<file path="src/rtl/ad7276_reader.sv">
// ad7276_reader: free-running SPI master for the AD7276 12-bit ADC.
// One 16-SCLK conversion frame every PERIOD clk cycles; each 12-bit sample is
// presented on adc_data with a one-cycle adc_valid strobe.
// Ports:
//   clk           core clock (81.36 MHz)
//   rstn          asynchronous active-low reset
//   en            level-sensitive sampling enable
//   ad7276_csn    ADC chip select, active low
//   ad7276_sclk   ADC serial clock, idles high
//   ad7276_sdata  ADC serial data, MSB first
//   adc_valid     one-cycle strobe, new sample on adc_data
//   adc_data      12-bit unsigned sample, held until the next strobe
//   frame_err     leading/trailing-zero violation, qualified by adc_valid
// Optional feature: define AD7276_FRAME_CHECK_EN to enable the frame check;
// otherwise frame_err is tied low and only the 12 data bits are stored.
module ad7276_reader #(
    parameter int PERIOD = 36
) (
    input  logic        clk,
    input  logic        rstn,
    input  logic        en,
    output logic        ad7276_csn,
    output logic        ad7276_sclk,
    input  logic        ad7276_sdata,
    output logic        adc_valid,
    output logic [11:0] adc_data,
    output logic        frame_err
);
    typedef enum logic [1:0] {IDLE, CONV, QUIET} state_t;

    localparam logic [9:0] K_LAST = 10'(PERIOD - 1);

    state_t      r_state, w_state_n;
    logic [9:0]  r_k, w_k_n;
    logic        r_sd_q;
    logic        r_csn;
    logic        r_sclk;
    logic        r_valid;
    logic [11:0] r_data;
    logic        w_shift;
    logic        w_done;

    // One counter spans the whole period: CONV is k = 0..31, QUIET is k = 32..PERIOD-1.
    always_comb begin
        w_state_n = r_state;
        w_k_n     = r_k + 10'd1;
        case (r_state)
            IDLE: begin
                w_k_n = '0;
                if (en) w_state_n = CONV;
            end
            CONV: if (r_k == 10'd31) w_state_n = QUIET;
            QUIET: if (r_k == K_LAST) begin
                w_k_n     = '0;
                w_state_n = en ? CONV : IDLE;
            end
            default: begin
                w_k_n     = '0;
                w_state_n = IDLE;
            end
        endcase
    end

    // A frame bit is taken from sd_q at the edge ending each odd CONV cycle.
    assign w_shift = (r_state == CONV) && r_k[0];
    assign w_done  = (r_state == CONV) && (r_k == 10'd31);

    // Pin outputs are registered from the next state so they line up with it.
    always_ff @(posedge clk or negedge rstn) begin
        if (!rstn) begin
            r_state <= IDLE;
            r_k     <= '0;
            r_sd_q  <= 1'b0;
            r_csn   <= 1'b1;
            r_sclk  <= 1'b1;
            r_valid <= 1'b0;
        end else begin
            r_state <= w_state_n;
            r_k     <= w_k_n;
            r_sd_q  <= ad7276_sdata;
            r_csn   <= w_state_n != CONV;
            r_sclk  <= (w_state_n != CONV) | w_k_n[0];
            r_valid <= w_done;
        end
    end

`ifdef AD7276_FRAME_CHECK_EN
    logic [15:0] r_sr;
    logic        r_err;
    logic [15:0] w_frame;

    // Full frame b0..b15 including the bit arriving at the closing edge.
    assign w_frame = {r_sr[14:0], r_sd_q};

    always_ff @(posedge clk or negedge rstn) begin
        if (!rstn) begin
            r_sr   <= '0;
            r_data <= '0;
            r_err  <= 1'b0;
        end else begin
            if (w_shift) r_sr <= w_frame;
            if (w_done) r_data <= w_frame[13:2];
            r_err <= w_done & (|{w_frame[15:14], w_frame[1:0]});
        end
    end

    assign frame_err = r_err;
`else
    logic [11:0] r_sr;

    // Only b2..b13 (k = 5..27) are kept; leading and trailing zeros are dropped.
    always_ff @(posedge clk or negedge rstn) begin
        if (!rstn) begin
            r_sr   <= '0;
            r_data <= '0;
        end else begin
            if (w_shift && r_k >= 10'd5 && r_k <= 10'd27) r_sr <= {r_sr[10:0], r_sd_q};
            if (w_done) r_data <= r_sr;
        end
    end

    assign frame_err = 1'b0;
`endif

    assign ad7276_csn  = r_csn;
    assign ad7276_sclk = r_sclk;
    assign adc_valid   = r_valid;
    assign adc_data    = r_data;
endmodule

</file>
<file path="config.mk">
export PLATFORM = sky130hd
export DESIGN_NAME = ad7276_reader
export DESIGN_NICKNAME = d
export VERILOG_FILES = /design/src/rtl/ad7276_reader.sv
export SDC_FILE = /design/constraint.sdc
export NUM_CORES = 1
export LEC_CHECK = 0
export ABC_AREA = 1
export CORE_ASPECT_RATIO = 0.8
export CORE_MARGIN = 4
export CORE_UTILIZATION = 43
export DETAILED_ROUTE_END_ITERATION = 8
export PLACE_DENSITY = 0.7
export SYNTH_ARGS = -nofsm -noshare
export SYNTH_HDL_FRONTEND = slang
export SYNTH_SLANG_ARGS = --single-unit
</file>
<file path="constraint.sdc">
create_clock -name clk -period 1.4 [get_ports clk]
set_input_delay 0.28 -clock clk [delete_from_list [all_inputs] [get_ports clk]]
set_output_delay 0.28 -clock clk [all_outputs]
set_load 0.05 [all_outputs]
</file>
==> metrics.txt, run 1 <==
R2R Setup Slk -0.19 ns; DP Area around 0.0024 mm^2; detailed-route via count 1661; FF-to-FF Start r_k[1]; DPL Wire Length 2720 um; Synth Cell Area approximately 0.0019 mm^2; Tot GR Track Use 15.1%; Avg Vias per Cell 5.21; number of synthesized flops with an enable pin 0; most used cell, CP nand2_4; Avg Cell Area, Syn 9.23 um^2; total net switching power 1.31 mW; Critical Path Fanout Max 4; worst endpoint required time 1.61 ns; Tcrit/Tclk final 114%; Seq/Total Area, Yosys 52.0%; Post-Synthesis Cells 209; clock slew at reported path FFs approximately 0.080 ns; critical path class reg2reg; initial core utilization 45.3%; GP Congestion between 0.9 and 1; post-synthesis mux area share 0%; ant diodes 0; XOR/XNOR share of the synthesized area ~1.8%; Die ar. 0.00563 mm^2; Comb pwr share 34.1%; Final ANT Viol Nets 0; Root Buffer clkbuf_8; area share of fa/ha/maj cells after synthesis 4.54%; CP Capture Type flip-flop; Iter 0 DRT Violations 131; top-level port count 20; fin area 0.00317 mm^2; Post-Synth Simple-Gate Area 22.1%; arrival time at the worst endpoint 1.80 ns; final hold violation count 0; Clock power frac 27.2%; Min Clock Period, post-route 1.59 ns; total grt overflow 0; VDD IR max 0.936 mV; Pleak 1.44 nW; row count 21; f_max 628 MHz; Crit path buffers/inverters 1; crit-path cells buf_6 -> ha_4 -> nand3_1 -> nor2_1 -> nand2_1 -> nand2_2 -> nand2_4 -> nand2_4 -> a211oi_2; Slew Limit Fails 0; WP depth 9; hold wc startpoint ad7276_sdata; Yosys cell types 28; ys async rst share 100%; Net Sw Frac 34.7%; Clock Sinks 40; DRC viols 0; # nets final 272; Seq pwr share 38.8%; hold path endpoint r_sd_q; drt first pass iters 4; endpoints failing setup 38; drt wl/cell 17.4 um; Worst Setup Slack, final -0.191 ns; status complete, but fails checks; Fillers 249; final WL approximately 5600 um; Pint 2.46 mW; FF-to-FF End r_k[6]; worst skew pair latency 0.29 ns; R2R cell count 9; Max stage delay on crit path 0.44 ns; crit path launch type flip-flop; number of CTS-inserted buffers 5; CTS tree done; final core occ ~74%; first-pass GRT wire length 6630 um; Core Region roughly 0.0043 mm^2; Max-cap violations 0; Hold WS 0.435 ns; post-synthesis compound-gate area fraction 10.4%; Die H 67.9 um; clk buf depth 2; Syn. warnings 0; Die X-Extent 82.9 um; count of input and output buffers 18; Synth Net Count 220; initial antenna violation count 0; largest net degree at the start of global routing 41; critical path's slowest cell dfrtp_2; Worst Hold Depth 1; total power 3.77 mW; area delta synth->final 64.3%; H-tree depth 2; failing checks negative setup slack; pre-CTS setup slack -0.128 ns; layout cells sized above 1 about three fifths; Seq cells post-synth 40; Setup Skew 0.00556 ns; largest family of logic cells by synthesized area simple AND/OR/NAND/NOR gates; unrepaired setup endpoints after global routing yes; top_reg_cell synth dfrtp_1; vias in the first global route 1408; CP delay by family, top simple AND/OR/NAND/NOR gates; hold crit path type in2reg; most common cell after layout, fill and taps aside dfrtp_1; PwrDens 1190 mW/mm^2; commonest non-fill, non-tap cells in the layout dfrtp_1 (32), inv_1 (28), buf_12 (18), buf_4 (18), nor2_4 (16)
==> how the worst max path moves through the flow <==
stage	startpoint	end	slack [ns]
after floorplan	r_k[0]	adc_data[10]	0.0004
after global placement	r_k[0]	ad7276_sclk	-0.08
after detailed placement	r_k[0]	r_k[6]	-0.13
after CTS	r_k[0]	adc_data[6]	-0.11
after global routing	r_k[1]	r_k[6]	-0.27
final	r_k[1]	r_k[6]	-0.19
==> sequential cells by signal (all words and copies together) (netlist names) <==
signal and flops:
adc_data 12, r_sr 12, r_k 10, r_state 2, ad7276_csn 1, ad7276_sclk 1
adc_valid 1, r_sd_q 1
==> final cells by class <==
type	instances	area [um^2]	area share, %
Tap cell	57	71.3	2.25
Clock buffer	7	96.3	3.04
Clock inverter	1	30.0	0.948
Sequential cell	40	1010	31.9
Multi-Input combinational cell	130	1140	35.9
Inverter	35	134	4.23
Timing Repair Buffer	49	687	21.7
==> layer usage <==
layer,GRT usage (%),share of wire (%),up-vias,wire length [um]
met5,0,0,-,0
met4,4.90,3.6,0,198
met3,3.01,4.3,19,238
met2,24.0,49,50,2740
met1,21.1,43,835,2380
li1,-,-,757,-
==> timing repair <==
action	4_1_cts	5_1_grt
setup endpoints to repair	36	38
hold buffers	1	0
endpoints found under the hold margin	38	0
pin swaps	2	21
resized for setup	13	92
cloned	1	6
setup buffers	0	9
==> per-stage QoR <==
| step | setup TNS [ns] | cells |
|---|---|---|
| after detailed placement | -2.43 | 294 |
| after floorplan | 0 | 209 |
| after global placement | -1.04 | 294 |
| after global routing | -7.05 | 319 |
| final | -4.35 | 319 |
| after CTS | -2.21 | 304 |
==> synthesized netlist by cell type, types with 3 or more instances <==
cell,n,area (um^2)
dfrtp_1,38,951
inv_1,32,120
nor2_1,28,105
nand2_1,27,101
a21oi_1,13,65.1
o21ai_2,12,105
nand3_1,11,55.1
nand2_2,10,62.6
ha_1,7,87.6
xor2_1,4,35.0
inv_2,3,11.3
==> cells by family after synthesis <==
logic type / after synthesis
adder cells (fa/ha/maj): 7
buffers and inverters: 40
other: 1
XOR/XNOR: 4
flip-flops: 40
AND/OR/NAND/NOR: 87
AO/OA/AOI/OAI: 30
==> power by group through the flow <==
| stage | clock [mW] | sequential (mW) | combinational (mW) |
|---|---|---|---|
| floorplan | 0 | 1.55 | 0.370 |
| global placement | 0 | 1.43 | 0.898 |
| detailed placement | 0 | 1.43 | 0.899 |
| CTS | 1.04 | 1.41 | 0.990 |
| global route | 1.10 | 1.48 | 1.38 |
| finish | 1.02 | 1.46 | 1.28 |
Power figures use the tool's default switching activity.
==> inputs of run 2 (changes only) <==
--- a/config.mk
+++ b/config.mk
@@ -9,6 +9,7 @@
 export CORE_ASPECT_RATIO = 0.8
 export CORE_MARGIN = 4
 export CORE_UTILIZATION = 43
+export CTS_BUF_LIST = sky130_fd_sc_hd__clkbuf_2
 export DETAILED_ROUTE_END_ITERATION = 8
 export PLACE_DENSITY = 0.7
 export SYNTH_ARGS = -nofsm -noshare
==> run 2 against run 1 <==
  * The flow still finishes with violations (negative setup slack)
  * Non-clock buffer count is 2 higher
  * Largest cell class unchanged
  * Design area is 1.1% lower
  * Sequential cell count stayed put
==> metrics.txt, run 2 (synthesis gave the netlist of run 1 again) <==
endpoints failing setup 32; vias in the first global route between 1000 and 1500; PwrDens 1070 mW/mm^2; CTS tree done; number of CTS-inserted buffers 5; total grt overflow 0; final hold violation count 0; H-tree depth 2; Min Clock Period, post-route roughly 1.6 ns; VDD IR max 0.958 mV; DPL Wire Length 2720 um; clock slew at reported path FFs approximately 0.23 ns; Tcrit/Tclk final 117%; worst endpoint required time 1.71 ns; Comb pwr share 36.1%; drt wl/cell roughly 17 um; row count 21; clk buf depth 2; commonest non-fill, non-tap cells in the layout dfrtp_1 (32), inv_1 (28), buf_4 (23); most common cell after layout, fill and taps aside dfrtp_1; Die X-Extent roughly 83 um; layout cells sized above 1 59.5%; Final ANT Viol Nets 0; Clock power frac 20.1%; critical path class reg2reg; Iter 0 DRT Violations 110; Tot GR Track Use 14.6%; status complete, but fails checks; Slew Limit Fails 0; Die H 67.9 um; post-placement cell count 294; area delta synth->final 62.5%; # nets final around 270; Critical Path Fanout Max 6; top sig layer met4; crit path launch type flip-flop; arrival time at the worst endpoint 1.95 ns; CP Capture Type flip-flop; hold crit path type in2reg; initial antenna violation count 0; failing checks negative setup slack; Die ar. roughly 0.0056 mm^2; initial core utilization a little under half; Clock Sinks 40; unrepaired setup endpoints after global routing yes; total net switching power between 1 and 1.5 mW; DRC viols 0; Pint about 2.1 mW; detailed-route via count 1627; Avg Vias per Cell 5.07; final core occ 73.6%; largest net degree at the start of global routing 41; final std cells w/o fill 321; GP Congestion 0.917; M1 wire length around 2400 um; ant diodes 0; Worst Setup Slack, final -0.238 ns; Root Buffer clkbuf_2; first-pass GRT wire length 6440 um; final WL 5540 um; worst skew pair latency 0.41 ns; Core Region around 0.0043 mm^2; Max-cap violations 0; f_max 610 MHz; Seq pwr share between 40% and 50%; Net Sw Frac 37.8%; top-level port count 20; Pleak 1.43 nW; drt first pass iters 4; wire length on met3 244 um; routed wl met2 2700 um; count of input and output buffers 18; Setup Skew 0.0298 ns
[run 2: changes by cell type in the layout (fill, tap and decap cells not counted), moves of 3 or more]
| cell | previous run | this run |
|---|---|---|
| nand2_4 | 9 | 15 |
| buf_6 | 5 | 2 |
| clkbuf_2 | 0 | 5 |
| clkbuf_8 | 7 | 0 |
| a21oi_2 | 13 | 10 |
| buf_4 | 18 | 23 |
| nand2_2 | 13 | 5 |
| nor2_2 | 6 | 9 |
| a21oi_1 | 1 | 4 |
[run 2: metal layers]
layer | vias up | GRT usage (%)
met5 | - | 0
met4 | 0 | 4.29
met3 | 17 | 3.37
met2 | 54 | 23.7
met1 | 794 | 19.8
li1 | 762 | -
[run 2: through the flow]
stage / setup WS, ns / hold slack, ns / TNS [ns] / power, mW / cell area (um^2)
finish: -0.238 / 0.294 / -3.51 / 3.37 / 3130
global route: -0.315 / 0.259 / -6.12 / 3.53 / 3130
CTS: -0.121 / 0.309 / -2.14 / 3.03 / 2540
detailed placement: -0.128 / 0.262 / -2.43 / 2.33 / 2430
global placement: -0.0761 / 0.259 / -1.04 / 2.32 / 2430
floorplan: 0.000440 / -0.0156 / 0 / 1.92 / 1940
[run 2: critical path: stages (launching register included)]
cell and delay [ns]:
dfrtp_2 0.48, buf_4 0.17, nor3_2 0.28, nand4_4 0.23, clkbuf_16 0.24, nor2_4 0.11, a21oi_2 0.04
[run 2: worst paths after layout]
kind,depth (start not counted),to,startpoint,slack (ns)
max,6,r_sr[3],r_k[5],-0.24
max in group asynchronous,3,ad7276_sclk,rstn,0.80
min,1,r_sd_q,ad7276_sdata,0.29
min in group asynchronous,3,r_sr[8],rstn,0.33
min reg2reg,2,r_sr[6],r_sr[5],0.56
max reg2reg,6,r_sr[3],r_k[5],-0.24
[run 2: layout make-up]
| type | count | area [um^2] |
|---|---|---|
| clock buffer | 5 | 25.0 |
| clock inverter | 3 | 37.5 |
| fill | 253 | 1120 |
| inverter | 35 | 136 |
| multi-input combinational | 130 | 1160 |
| sequential | 40 | 1010 |
| tap | 57 | 71.3 |
| timing repair buffer | 51 | 691 |
[run 2: repair_timing]
item                                   CTS  global route
hold buffers                             1             0
pin swaps                                0            23
resized for setup                       14            93
endpoints found under the hold margin   38             0
cloned                                   0             7
buffers inserted                         0            12
setup endpoints to repair               37            40
[run 2: power by group through the flow]
| stage | clock [mW] | sequential (mW) | combinational (mW) |
|---|---|---|---|
| finish | 0.675 | 1.47 | 1.22 |
| global route | 0.728 | 1.50 | 1.30 |
| CTS | 0.669 | 1.41 | 0.945 |
| detailed placement | 0 | 1.43 | 0.899 |
| global placement | 0 | 1.43 | 0.898 |
| floorplan | 0 | 1.55 | 0.370 |
